===== config.mk =====
export PLATFORM = sky130hd
export DESIGN_NAME = fetch_ctrl
export DESIGN_NICKNAME = d
export VERILOG_FILES = /design/src/rtl/fetch_ctrl_pkg.sv /design/src/rtl/fetch_ctrl_perf_counter.sv /design/src/rtl/fetch_ctrl.sv
export SDC_FILE = /design/constraint.sdc
export NUM_CORES = 1
export LEC_CHECK = 0
export CORE_MARGIN = 2
export CORE_UTILIZATION = 44
export CTS_BUF_LIST = sky130_fd_sc_hd__clkbuf_16
export DETAILED_ROUTE_END_ITERATION = 10
export PLACE_DENSITY = 0.8
export SETUP_SLACK_MARGIN = 0.15
export SLEW_MARGIN = 40
export SYNTH_ARGS = -nofsm -noshare
export SYNTH_HDL_FRONTEND = slang
export SYNTH_SLANG_ARGS = --single-unit

===== constraint.sdc =====
create_clock -name clk -period 2.25 [get_ports clk]
set_input_delay 0.3375 -clock clk [delete_from_list [all_inputs] [get_ports clk]]
set_output_delay 0.3375 -clock clk [all_outputs]
set_load 0.03 [all_outputs]

===== src/rtl/fetch_ctrl_pkg.sv =====
// Shared types for the instruction-fetch sequencer: ibus payloads and state encoding.
package fetch_ctrl_pkg;

  localparam int unsigned XLEN = 32;

  // Instruction bus request: valid plus word-aligned fetch address.
  typedef struct packed {
    logic            valid;
    logic [XLEN-1:0] addr;
  } ibus_req_t;

  // Instruction bus response: address accepted, data returned, data word.
  typedef struct packed {
    logic            addr_ok;
    logic            data_ok;
    logic [XLEN-1:0] data;
  } ibus_resp_t;

  // Fetch sequencer state encoding.
  typedef logic [1:0] fetch_state_t;
  localparam fetch_state_t ST_IDLE = 2'd0;
  localparam fetch_state_t ST_ADDR = 2'd1;
  localparam fetch_state_t ST_DATA = 2'd2;
  localparam fetch_state_t ST_HOLD = 2'd3;

endpackage


===== src/rtl/fetch_ctrl_perf_counter.sv =====
// Wrapping event counter.
// Ports: clk, resetn (async active-low), en (count this cycle), count (current value).
module perf_counter #(
  parameter int unsigned W = 32
) (
  input  logic         clk,
  input  logic         resetn,
  input  logic         en,
  output logic [W-1:0] count
);

  // Natural modulo-2^W wrap on overflow.
  always_ff @(posedge clk or negedge resetn) begin
    if (!resetn) begin
      count <= '0;
    end else if (en) begin
      count <= count + W'(1);
    end
  end

endmodule


===== src/rtl/fetch_ctrl.sv =====
// Single-outstanding instruction fetch sequencer between PC-select and the ibus.
// Ports: clk, resetn (async active-low); req_valid/req_addr/req_ready (fetch request);
// flush (redirect); ireq/iresp (instruction bus); out_valid/out_pc/out_instr/out_ready
// (to decode); busy (stall source); fetch_cnt/drop_cnt (performance counters).
module fetch_ctrl
  import fetch_ctrl_pkg::*;
#(
  parameter int unsigned CNT_W = 32
) (
  input  logic             clk,
  input  logic             resetn,
  input  logic             req_valid,
  input  logic [XLEN-1:0]  req_addr,
  output logic             req_ready,
  input  logic             flush,
  output ibus_req_t        ireq,
  input  ibus_resp_t       iresp,
  output logic             out_valid,
  output logic [XLEN-1:0]  out_pc,
  output logic [XLEN-1:0]  out_instr,
  input  logic             out_ready,
  output logic             busy,
  output logic [CNT_W-1:0] fetch_cnt,
  output logic [CNT_W-1:0] drop_cnt
);

  fetch_state_t    state_q, state_d;
  logic            drop_q, drop_d;
  logic [XLEN-1:0] addr_q, addr_d;
  logic [XLEN-1:0] instr_q, instr_d;
  logic            fetch_inc;
  logic            drop_inc;
  logic            dropping;

  // A response is stale if a flush was seen earlier or arrives with it.
  assign dropping = drop_q | flush;

  // State and datapath registers.
  always_ff @(posedge clk or negedge resetn) begin
    if (!resetn) begin
      state_q <= ST_IDLE;
      drop_q  <= 1'b0;
      addr_q  <= '0;
      instr_q <= '0;
    end else begin
      state_q <= state_d;
      drop_q  <= drop_d;
      addr_q  <= addr_d;
      instr_q <= instr_d;
    end
  end

  // Next-state, capture and counter-enable logic.
  always_comb begin
    state_d   = state_q;
    drop_d    = drop_q;
    addr_d    = addr_q;
    instr_d   = instr_q;
    fetch_inc = 1'b0;
    drop_inc  = 1'b0;
    case (state_q)
      ST_IDLE: begin
        if (req_valid) begin
          state_d = ST_ADDR;
          addr_d  = req_addr;
        end
      end
      ST_ADDR: begin
        // The request stays on the bus until accepted, even after a flush.
        if (iresp.addr_ok && iresp.data_ok) begin
          if (dropping) begin
            state_d  = ST_IDLE;
            drop_d   = 1'b0;
            drop_inc = 1'b1;
          end else begin
            state_d = ST_HOLD;
            instr_d = iresp.data;
          end
        end else if (iresp.addr_ok) begin
          state_d = ST_DATA;
          drop_d  = dropping;
        end else begin
          drop_d = dropping;
        end
      end
      ST_DATA: begin
        if (iresp.data_ok) begin
          if (dropping) begin
            state_d  = ST_IDLE;
            drop_d   = 1'b0;
            drop_inc = 1'b1;
          end else begin
            state_d = ST_HOLD;
            instr_d = iresp.data;
          end
        end else begin
          drop_d = dropping;
        end
      end
      ST_HOLD: begin
        // Flush wins over out_ready: buffer discarded, nothing counted.
        if (flush) begin
          state_d = ST_IDLE;
        end else if (out_ready) begin
          state_d   = ST_IDLE;
          fetch_inc = 1'b1;
        end
      end
      default: begin
        state_d = ST_IDLE;
        drop_d  = 1'b0;
      end
    endcase
  end

  // Output decodes of registered state.
  assign req_ready  = (state_q == ST_IDLE);
  assign ireq.valid = (state_q == ST_ADDR);
  assign ireq.addr  = addr_q;
  assign busy       = (state_q == ST_ADDR) || (state_q == ST_DATA);
  assign out_valid  = (state_q == ST_HOLD) && !flush;
  assign out_pc     = addr_q;
  assign out_instr  = instr_q;

  perf_counter #(.W(CNT_W)) u_fetch_cnt (
    .clk    (clk),
    .resetn (resetn),
    .en     (fetch_inc),
    .count  (fetch_cnt)
  );

  perf_counter #(.W(CNT_W)) u_drop_cnt (
    .clk    (clk),
    .resetn (resetn),
    .en     (drop_inc),
    .count  (drop_cnt)
  );

endmodule

==> results of run 1 <==
==> layer usage <==
layer  track usage [%]  wire (um)
met1              24.8       5690
met4              6.92        225
met2              34.9       7360
met5                 0          0
met3              7.42       1100
==> worst paths after layout <==
kind                                                  start                                 to  slack (ps)  cells after the start
max in group asynchronous                            resetn  u_fetch_cnt.count[30]$_DFFE_PN0P_        1380                      3
hold / removal                                       resetn   u_drop_cnt.count[27]$_DFFE_PN0P_         300                      2
hold reg to reg            u_drop_cnt.count[31]$_DFFE_PN0P_   u_drop_cnt.count[31]$_DFFE_PN0P_         480                      1
setup reg to reg                     state_q[0]$_DFFE_PN0P_   u_drop_cnt.count[24]$_DFFE_PN0P_         300                      6
min in group clk           u_drop_cnt.count[31]$_DFFE_PN0P_   u_drop_cnt.count[31]$_DFFE_PN0P_         480                      1
setup / recovery                     state_q[0]$_DFFE_PN0P_                               busy         230                      3
==> through the flow <==
step	worst slack, ps	cell area (um2)	total power, mW	utilization [%]	std cells
2_1_floorplan	234	5850	6.87	-	457
3_3_place_gp	96.9	8300	8.85	63.4	840
3_5_place_dp	76.1	8300	8.94	63.4	840
4_1_cts	211	8870	11.6	67.8	873
5_1_grt	150	8870	12.0	67.8	873
6_report	228	8870	11.5	67.8	873
==> what timing repair did <==
item / 4_1_cts / 5_1_grt
hold buffers: 1 / 0
endpoints found under the setup margin: 3 / 0
gates resized for setup: 3 / 0
hold endpoints to repair: 9 / 0
==> kinds of logic (layout without fill, tap and decap cells) <==
kind of cell,count (synthesis),count (layout)
simple gates,133,133
fa+ha+maj,6,6
compound gates,7,7
xor+xnor,62,62
buf+inv,50,290
flops,131,131
mux,68,68
==> worst max-delay path: stages, from the launching register on <==
cell,delay [ps]
dfrtp_1,400
inv_1,80
ha_2,350
dlygate4sd2_1,450
==> registers in the layout, summed over array words and instances (netlist names) <==
name / flops
u_fetch_cnt.count: 32
state_q: 2
out_pc: 32
drop_q: 1
out_instr: 32
u_drop_cnt.count: 32
==> power by group <==
group          internal (mW)  leakage (nW)  switching (mW)  total, mW
Clock                   1.61         0.265            1.01       2.62
Combinational           2.40          1.92            2.94       5.34
Sequential              3.03          1.66           0.487       3.52
Total                   7.04          3.85            4.44       11.5
==> Yosys cell counts (all sizes together) <==
master   number
xnor2        44
and4          6
mux2         67
nor3         12
a2111oi       1
ha            6
or4           3
dfrtp       131
mux2i         1
nand2        20
a21o          1
nand4b        1
and2b         1
a21oi         3
nand3        19
nor4          8
nand4        24
a31o          1
nor2b         4
or2           1
xor2         18
inv           8
and3         12
nor2         15
o211ai        1
buf          42
or3           2
and2          5
==> cell type report <==
| class | instances | area, um2 |
|---|---|---|
| Clock buffer | 17 | 425 |
| Clock inverter | 15 | 141 |
| Fill cell | 927 | 4210 |
| Inverter | 8 | 30.0 |
| Multi-Input combinational cell | 276 | 2260 |
| Sequential cell | 131 | 3280 |
| Tap cell | 176 | 220 |
| Timing Repair Buffer | 250 | 2520 |
==> impl_metrics.py, run 1 <==
metrics = {
    "floorplanning": {
        "fp-row-count": 42,
        "initial_core_util_pct": 44.7,
        "die_x_um": 119,
        "ios": 235,
        "die_h_um": 119,
        "core_mm2": 0.0131,
        "fp.dieArea_mm2": 0.0142,
    },
    "cts": {
        "h-tree-depth": 4,
        "clockBufferDepth": 2,
        "insertion_delay_ps": 410,
        "clock_sinks": 131,
        "cts_tree": "done",
        "clkTransAtPathRegs_ps": 60,
        "clock-root-buffer": "clkbuf_16",
        "cts_setup_buffers": 0,
        "cts_buffers": 17,
    },
    "pwr": {
        "cellLeakagePower_nw": 3.85,
        "power.density_mw_per_mm2": 1290,
        "ir_worst_vdd_v": 0.000576,
    },
    "synthesis": {
        "syn-num-nets": 534,
        "yosys.area.top_type": "dfrtp_1",
        "synth_compound_area_share_pct": 1.01,
        "netlist_instances": 457,
        "yosys_warnings": 0,
        "synth_area_leaders": "dfrtp_1, mux2_2, xnor2_1",
        "synth-xor-area-share_pct": 9.29,
        "muxShareOfSynthArea_pct": 13.1,
        "synthSimpleGateAreaFrac_pct": 13.9,
        "yosysSeqAreaShare_pct": 56.1,
        "ys_ff_latch": 131,
        "synthDistinctLibCells": 37,
        "synth_top_area_share_pct": 56.1,
        "syn-cell-area_mm2": 0.00585,
        "synth_fa_ha_area_share_pct": 1.28,
        "synth_top_family_by_area": "simple AND/OR/NAND/NOR gates",
        "synth_area_per_cell_um2": 12.8,
    },
    "sta": {
        "relSlewSlack_pct": 59.4,
        "max_freq_mhz": 494,
        "drv_slew": 0,
        "worstMarginPinSlew_ps": 603,
        "period_minus_slack_ps": 2020,
        "whs_ps": 299,
        "rsz0062_at_grt": "false",
        "finalSetupViolations": 0,
        "clock_skew_ps": 7.21,
        "tns_ps": 0,
        "post-route-period-util_pct": 89.9,
        "hold_viol": 0,
    },
    "place": {
        "place_hpwl_um": 10600,
        "routabilityCongestion": 0.870,
        "port_buffers": 234,
    },
    "final_layout": {
        "layout_common_cells": "clkdlybuf4s50_1, dfrtp_1, mux2_2, xnor2_1, nand4_1",
        "drive_above_1_share_pct": 18.2,
        "antenna_cells": 0,
        "num-nets-final": 761,
        "final_common_cell": "clkdlybuf4s50_1",
        "syn_to_final_growth_pct": 51.7,
    },
    "global_route": {
        "grt_pass1_wl_um": 23100,
        "grt_overflow": 0,
        "grt_max_degree": 65,
        "antenna_found_initial": 0,
        "grt_use_total_pct": 20.8,
        "grt_pass1_vias": 4470,
    },
    "drt": {
        "drt_first_pass_iters": 4,
        "post-route-drc-count": 0,
        "via_per_inst": 5.01,
        "drtAntennaViolNets": 0,
        "wl_per_cell_um": 16.5,
        "drt_iter0_drc": 248,
        "vias": 4373,
        "routed_wl_um": 14400,
    },
    "critical_path": {
        "critPathKind": "register to output port",
        "endpoint_kind": "output port",
        "arrival_ps": 1680,
        "worst_setup_path_start_kind": "register",
        "cp_max_fo": 4,
        "critical_path_required_ps": 1910,
    },
    "min_path": {
        "min_path_type": "input pin to async pin",
    },
    "flow_run": {
        "maxCapViolCount": 0,
    },
    "outcome": {
        "status": "finished, final reports clean",
    },
}
Power figures use the tool's default switching activity.
==> inputs of run 2 (changes only) <==
--- a/config.mk
+++ b/config.mk
@@ -5,6 +5,7 @@
 export SDC_FILE = /design/constraint.sdc
 export NUM_CORES = 1
 export LEC_CHECK = 0
+export ABC_CLOCK_PERIOD_IN_PS = 2250
 export CORE_MARGIN = 2
 export CORE_UTILIZATION = 44
 export CTS_BUF_LIST = sky130_fd_sc_hd__clkbuf_16
@@ -14,4 +15,5 @@
 export SLEW_MARGIN = 40
 export SYNTH_ARGS = -nofsm -noshare
 export SYNTH_HDL_FRONTEND = slang
+export SYNTH_HIERARCHICAL = 1
 export SYNTH_SLANG_ARGS = --single-unit
==> run 2 against run 1 <==
Effect of this change:
- count of clock-buffer cells in the layout unchanged
- design area up 7.2%
- sequential power about the same
- clock power up 8.8%
- flip-flop and latch count unchanged
- power up 4.9%
- die area up 2.3%
- largest power group unchanged
==> impl_metrics.py, run 2 <==
metrics = {
    "critical_path": {
        "crit_family": "simple AND/OR/NAND/NOR gates",
        "worst_setup_path_start_kind": "register",
        "max_stage_delay_ps": 380,
        "critical_path_required_ps": 2570,
        "arrival_ps": 2510,
        "critPathKind": "register to register",
        "endpoint_kind": "register",
        "worstPathBufferInverterCount": 3,
        "slowest_stage": "dfrtp_1",
        "worstPathCellList": "inv_2 -> ha_4 -> o211ai_1 -> nor2_2 -> buf_4 -> and4_4 -> nand4_1 -> buf_6 -> nor3_4 -> xor2_1",
        "cp_max_fo": 3,
    },
    "floorplanning": {
        "die_h_um": 121,
        "fp-row-count": 42,
        "die_x_um": 121,
        "initial_core_util_pct": 45.2,
        "fp.dieArea_mm2": 0.0146,
        "ios": 235,
        "core_mm2": 0.0132,
    },
    "synthesis": {
        "syn-num-nets": 526,
        "synth-xor-area-share_pct": 9.07,
        "synth-edff-count": 0,
        "synthDistinctLibCells": 34,
        "synth_fa_ha_area_share_pct": 1.67,
        "synthTopCellsByCount": "dfrtp_1, xnor2_1, mux2_2, buf_4, mux2_4",
        "synth_area_leaders": "dfrtp_1, mux2_4, mux2_2",
        "netlist_instances": 447,
        "muxShareOfSynthArea_pct": 14.9,
        "synth_compound_area_share_pct": 0.815,
        "yosys.area.top_type": "dfrtp_1",
        "ys.flop_type": "dfrtp_1",
        "synth_top_area_share_pct": 54.8,
        "ys_ff_latch": 131,
        "yosysSeqAreaShare_pct": 54.8,
        "synth_top_family_by_area": "multiplexers",
        "syn-cell-area_mm2": 0.00599,
        "yosys_warnings": 6,
        "synthSimpleGateAreaFrac_pct": 12.8,
        "synth_area_per_cell_um2": 13.4,
        "synthArstFlopShare_pct": 100,
        "synthMostInstantiatedCell": "dfrtp_1",
    },
    "final_layout": {
        "fill_cells": 897,
        "antenna_cells": 0,
        "final_common_cell": "clkdlybuf4s50_1",
        "drive_above_1_share_pct": 26.4,
        "syn_to_final_growth_pct": 58.9,
        "regArea_mm2": 0.00328,
        "layout_common_cells": "clkdlybuf4s50_1, dfrtp_1, mux2_2, xnor2_1, mux2_4",
        "num-nets-final": 777,
        "multiInputGateArea_mm2": 0.00267,
        "final_area_mm2": 0.00951,
    },
    "cts": {
        "clock_sinks": 131,
        "cts_buffers": 17,
        "insertion_delay_ps": 410,
        "clkTransAtPathRegs_ps": 60,
        "h-tree-depth": 4,
        "clock-root-buffer": "clkbuf_16",
        "cts_tree": "done",
        "clockBufferDepth": 2,
    },
    "sta": {
        "relSlewSlack_pct": 52.3,
        "max_freq_mhz": 457,
        "rsz0062_at_grt": "true",
        "drv_slew": 0,
        "hold_viol": 0,
        "post-route-period-util_pct": 97.3,
        "clock_skew_ps": 8.19,
        "fin_ws_ps": 61.3,
        "whs_ps": 7.83,
        "period_minus_slack_ps": 2190,
        "tns_ps": 0,
        "worstMarginPinSlew_ps": 710,
        "finalSetupViolations": 0,
    },
    "global_route": {
        "grt_use_total_pct": 21.5,
        "grt_pass1_vias": 4696,
        "antenna_found_initial": 1,
        "grt_overflow": 0,
        "grt_pass1_wl_um": 24500,
        "grt_max_degree": 132,
    },
    "drt": {
        "drt_iter0_drc": 218,
        "wl_per_cell_um": 17.6,
        "drt_first_pass_iters": 4,
        "drtAntennaViolNets": 0,
        "vias": 4472,
        "post-route-drc-count": 0,
        "routed_wl_um": 15700,
        "via_per_inst": 5.04,
    },
    "min_path": {
        "min_path_type": "input pin to async pin",
    },
    "place": {
        "place_hpwl_um": 10900,
        "port_buffers": 234,
        "dpl-instance-area_mm2": 0.00850,
        "dp_slack_ps": -70.5,
        "routabilityCongestion": 0.796,
    },
    "flow_run": {
        "maxCapViolCount": 0,
    },
    "pwr": {
        "fin_total_pwr_mw": 12.0,
        "cellLeakagePower_nw": 4.23,
        "ir_worst_vdd_v": 0.000647,
        "power.density_mw_per_mm2": 1270,
    },
    "outcome": {
        "status": "finished, final reports clean",
    },
}
-- run 2: where the power goes --
part	total (mW)	internal, mW	switching, mW
Clock	2.85	1.84	1.01
Sequential	3.54	3.02	0.520
Combinational	5.65	2.67	2.98
-- run 2: kinds of logic (layout without fill, tap and decap cells) --
logic type / after synthesis / in the layout
adder cells (fa/ha/maj): 8 / 8
XOR/XNOR: 62 / 62
buffers and inverters: 47 / 311
AO/OA/AOI/OAI: 5 / 5
multiplexers: 69 / 69
AND/OR/NAND/NOR: 125 / 125
flip-flops: 131 / 131
-- run 2: timing repair --
action,in CTS,in global routing
pin swaps,8,25
setup endpoints to repair,25,44
hold buffers,0,0
setup buffers,9,6
gates resized for setup,10,50
cloned,0,0
-- run 2: final timing paths --
| check | start | endpoint | slack [ps] | cells past startpoint |
|---|---|---|---|---|
| setup / recovery | state_q[1]$_DFFE_PN0P_ | u_drop_cnt/count[18]$_DFFE_PN0P_ | 60 | 10 |
| hold / removal | resetn | u_drop_cnt/count[15]$_DFFE_PN0P_ | 8 | 2 |
| setup reg to reg | state_q[1]$_DFFE_PN0P_ | u_drop_cnt/count[18]$_DFFE_PN0P_ | 60 | 10 |
| hold reg to reg | u_fetch_cnt/count[31]$_DFFE_PN0P_ | u_fetch_cnt/count[31]$_DFFE_PN0P_ | 480 | 1 |
| max in group asynchronous | resetn | u_fetch_cnt/count[3]$_DFFE_PN0P_ | 1670 | 2 |
| min in group clk | u_fetch_cnt/count[31]$_DFFE_PN0P_ | u_fetch_cnt/count[31]$_DFFE_PN0P_ | 480 | 1 |
-- run 2: per-stage QoR --
step,util (%),instances
final,71.8,887
after global routing,71.8,887
after CTS,69.6,881
after detailed placement,64.2,840
after global placement,64.2,840
after floorplan,-,447
-- run 2: routing by layer --
layer	vias to the layer above	track usage (%)	part of all wire [%]
met5	-	0	0.083
met3	28	5.94	6.0
met4	2	7.12	1.7
li1	2053	-	-
met2	171	37.3	53
met1	2218	25.9	39
-- run 2: layout make-up --
cell class / instances / area share, %
well taps: 176 / 2.32
clock buffers: 17 / 4.47
inverters: 8 / 0.316
clock inverters: 15 / 1.97
multi-input cells: 269 / 28.1
repair buffers: 271 / 28.4
flip-flops and latches: 131 / 34.5
==> inputs of run 3 (changes only) <==
--- a/config.mk
+++ b/config.mk
@@ -12,6 +12,7 @@
 export DETAILED_ROUTE_END_ITERATION = 10
 export PLACE_DENSITY = 0.8
 export SETUP_SLACK_MARGIN = 0.15
+export SKIP_LAST_GASP = 1
 export SLEW_MARGIN = 40
 export SYNTH_ARGS = -nofsm -noshare
 export SYNTH_HDL_FRONTEND = slang
==> run 3 against run 2 <==
Effect of this change:
- clock skew grew 0.78 ps
- critical path type unchanged
- global-route usage unchanged
- highest routed layer unchanged
- worst setup slack got worse by 2.4 ps
- register-to-register slack hardly changed
==> impl_metrics.py, run 3 (synthesis gave the netlist of run 2 again) <==
metrics = {
    "critical_path": {
        "max_stage_delay_ps": 380,
        "slowest_stage": "dfrtp_1",
        "cp_max_fo": 3,
        "critPathKind": "register to register",
        "endpoint_kind": "register",
        "rr_startpoint": "state_q[1]$_DFFE_PN0P_",
        "critical_path_required_ps": 2570,
        "worst_setup_path_start_kind": "register",
        "arrival_ps": 2510,
        "worstPathCellList": "inv_2 -> ha_4 -> o211ai_1 -> nor2_2 -> buf_4 -> and4_4 -> nand4_1 -> buf_6 -> nor3_4 -> xor2_1",
        "cp-startpoint": "state_q[1]$_DFFE_PN0P_",
    },
    "final_layout": {
        "final_common_cell": "clkdlybuf4s50_1",
        "antenna_cells": 0,
        "final_area_mm2": 0.00948,
        "layout_common_cells": "clkdlybuf4s50_1, dfrtp_1, mux2_2, xnor2_1, mux2_4",
        "syn_to_final_growth_pct": 58.3,
        "num-nets-final": 777,
        "drive_above_1_share_pct": 25.9,
    },
    "cts": {
        "clock_sinks": 131,
        "h-tree-depth": 4,
        "cts_buffers": 17,
        "cts_tree": "done",
        "clockBufferDepth": 2,
        "clkTransAtPathRegs_ps": 60,
        "insertion_delay_ps": 410,
        "clock-root-buffer": "clkbuf_16",
    },
    "drt": {
        "post-route-drc-count": 0,
        "wl_per_cell_um": 17.5,
        "routed_wl_um": 15500,
        "vias": 4458,
        "drtAntennaViolNets": 0,
        "drt_iter0_drc": 233,
        "via_per_inst": 5.03,
        "drt_first_pass_iters": 4,
    },
    "sta": {
        "rsz0062_at_grt": "true",
        "finalSetupViolations": 0,
        "drv_slew": 0,
        "tns_ps": 0,
        "relSlewSlack_pct": 53.1,
        "whs_ps": 11.8,
        "hold_viol": 0,
        "post-route-period-util_pct": 97.4,
        "period_minus_slack_ps": 2190,
        "worstMarginPinSlew_ps": 703,
        "clock_skew_ps": 8.97,
        "max_freq_mhz": 456,
    },
    "global_route": {
        "grt_pass1_vias": 4696,
        "grt_max_degree": 132,
        "grt_overflow": 0,
        "grt_use_total_pct": 21.5,
        "antenna_found_initial": 1,
        "grt_pass1_wl_um": 24500,
    },
    "floorplanning": {
        "fp-row-count": 42,
        "die_x_um": 121,
        "fp.dieArea_mm2": 0.0146,
        "ios": 235,
        "die_h_um": 121,
        "initial_core_util_pct": 45.2,
        "core_mm2": 0.0132,
    },
    "place": {
        "place_hpwl_um": 10900,
        "port_buffers": 234,
        "dpl-instance-area_mm2": 0.00850,
        "routabilityCongestion": 0.796,
    },
    "pwr": {
        "fin_total_pwr_mw": 12.0,
        "power.density_mw_per_mm2": 1270,
        "cellLeakagePower_nw": 4.22,
        "ir_worst_vdd_v": 0.000647,
    },
    "min_path": {
        "min_path_type": "input pin to async pin",
    },
    "flow_run": {
        "maxCapViolCount": 0,
    },
    "outcome": {
        "status": "finished, final reports clean",
    },
}
## run 3: power breakdown
group	switching (mW)	internal, mW	total (mW)
sequential	0.516	3.02	3.54
combinational	2.98	2.66	5.64
clock	1.01	1.84	2.85
total	4.51	7.52	12.0
## run 3: metal layers
layer,vias to the layer above,part of all wire [%],GRT usage (%)
li1,2053,-,-
met1,2214,39,25.9
met2,163,53,37.3
met3,26,6.0,5.94
met4,2,1.6,7.12
met5,-,0.084,0
## run 3: metrics by stage
step / utilization, % / std cells / setup slack [ps]
after global placement: 64.2 / 840 / -6.48
after floorplan: - / 447 / 31.5
after CTS: 69.6 / 881 / 84.9
final: 71.6 / 887 / 58.9
after global routing: 71.6 / 887 / -58.0
after detailed placement: 64.2 / 840 / -70.5
## run 3: path summary, 6_finish.rpt
| path | endpoint | slack, ps | cells after the start |
|---|---|---|---|
| setup / recovery | u_drop_cnt/count[18]$_DFFE_PN0P_ | 60 | 10 |
| hold / removal | u_drop_cnt/count[12]$_DFFE_PN0P_ | 10 | 2 |
| setup reg to reg | u_drop_cnt/count[18]$_DFFE_PN0P_ | 60 | 10 |
| hold reg to reg | u_fetch_cnt/count[31]$_DFFE_PN0P_ | 470 | 1 |
| max in group asynchronous | u_fetch_cnt/count[3]$_DFFE_PN0P_ | 1680 | 2 |
| min in group clk | u_fetch_cnt/count[31]$_DFFE_PN0P_ | 470 | 1 |
## run 3: repair_timing
item	in CTS	in global routing
setup endpoints to repair	25	44
resized for setup	10	41
pin swaps	8	20
hold buffers	0	0
endpoints found under the hold margin	0	0
buffers inserted	9	6
## run 3: cell type report
| class | instances | area (um2) |
|---|---|---|
| timing repair buffer | 271 | 2690 |
| inverter | 8 | 30.0 |
| clock inverter | 15 | 188 |
| fill | 901 | 3760 |
| sequential | 131 | 3280 |
| multi-input combinational | 269 | 2650 |
| clock buffer | 17 | 425 |
| tap | 176 | 220 |
## run 3: critical path: cells and delay by family (launching register included)
kind | cells | cell delay (ps)
compound gates | 1 | 120
flops | 1 | 380
fa+ha+maj | 1 | 280
buf+inv | 3 | 420
simple gates | 4 | 730
xor+xnor | 1 | 180
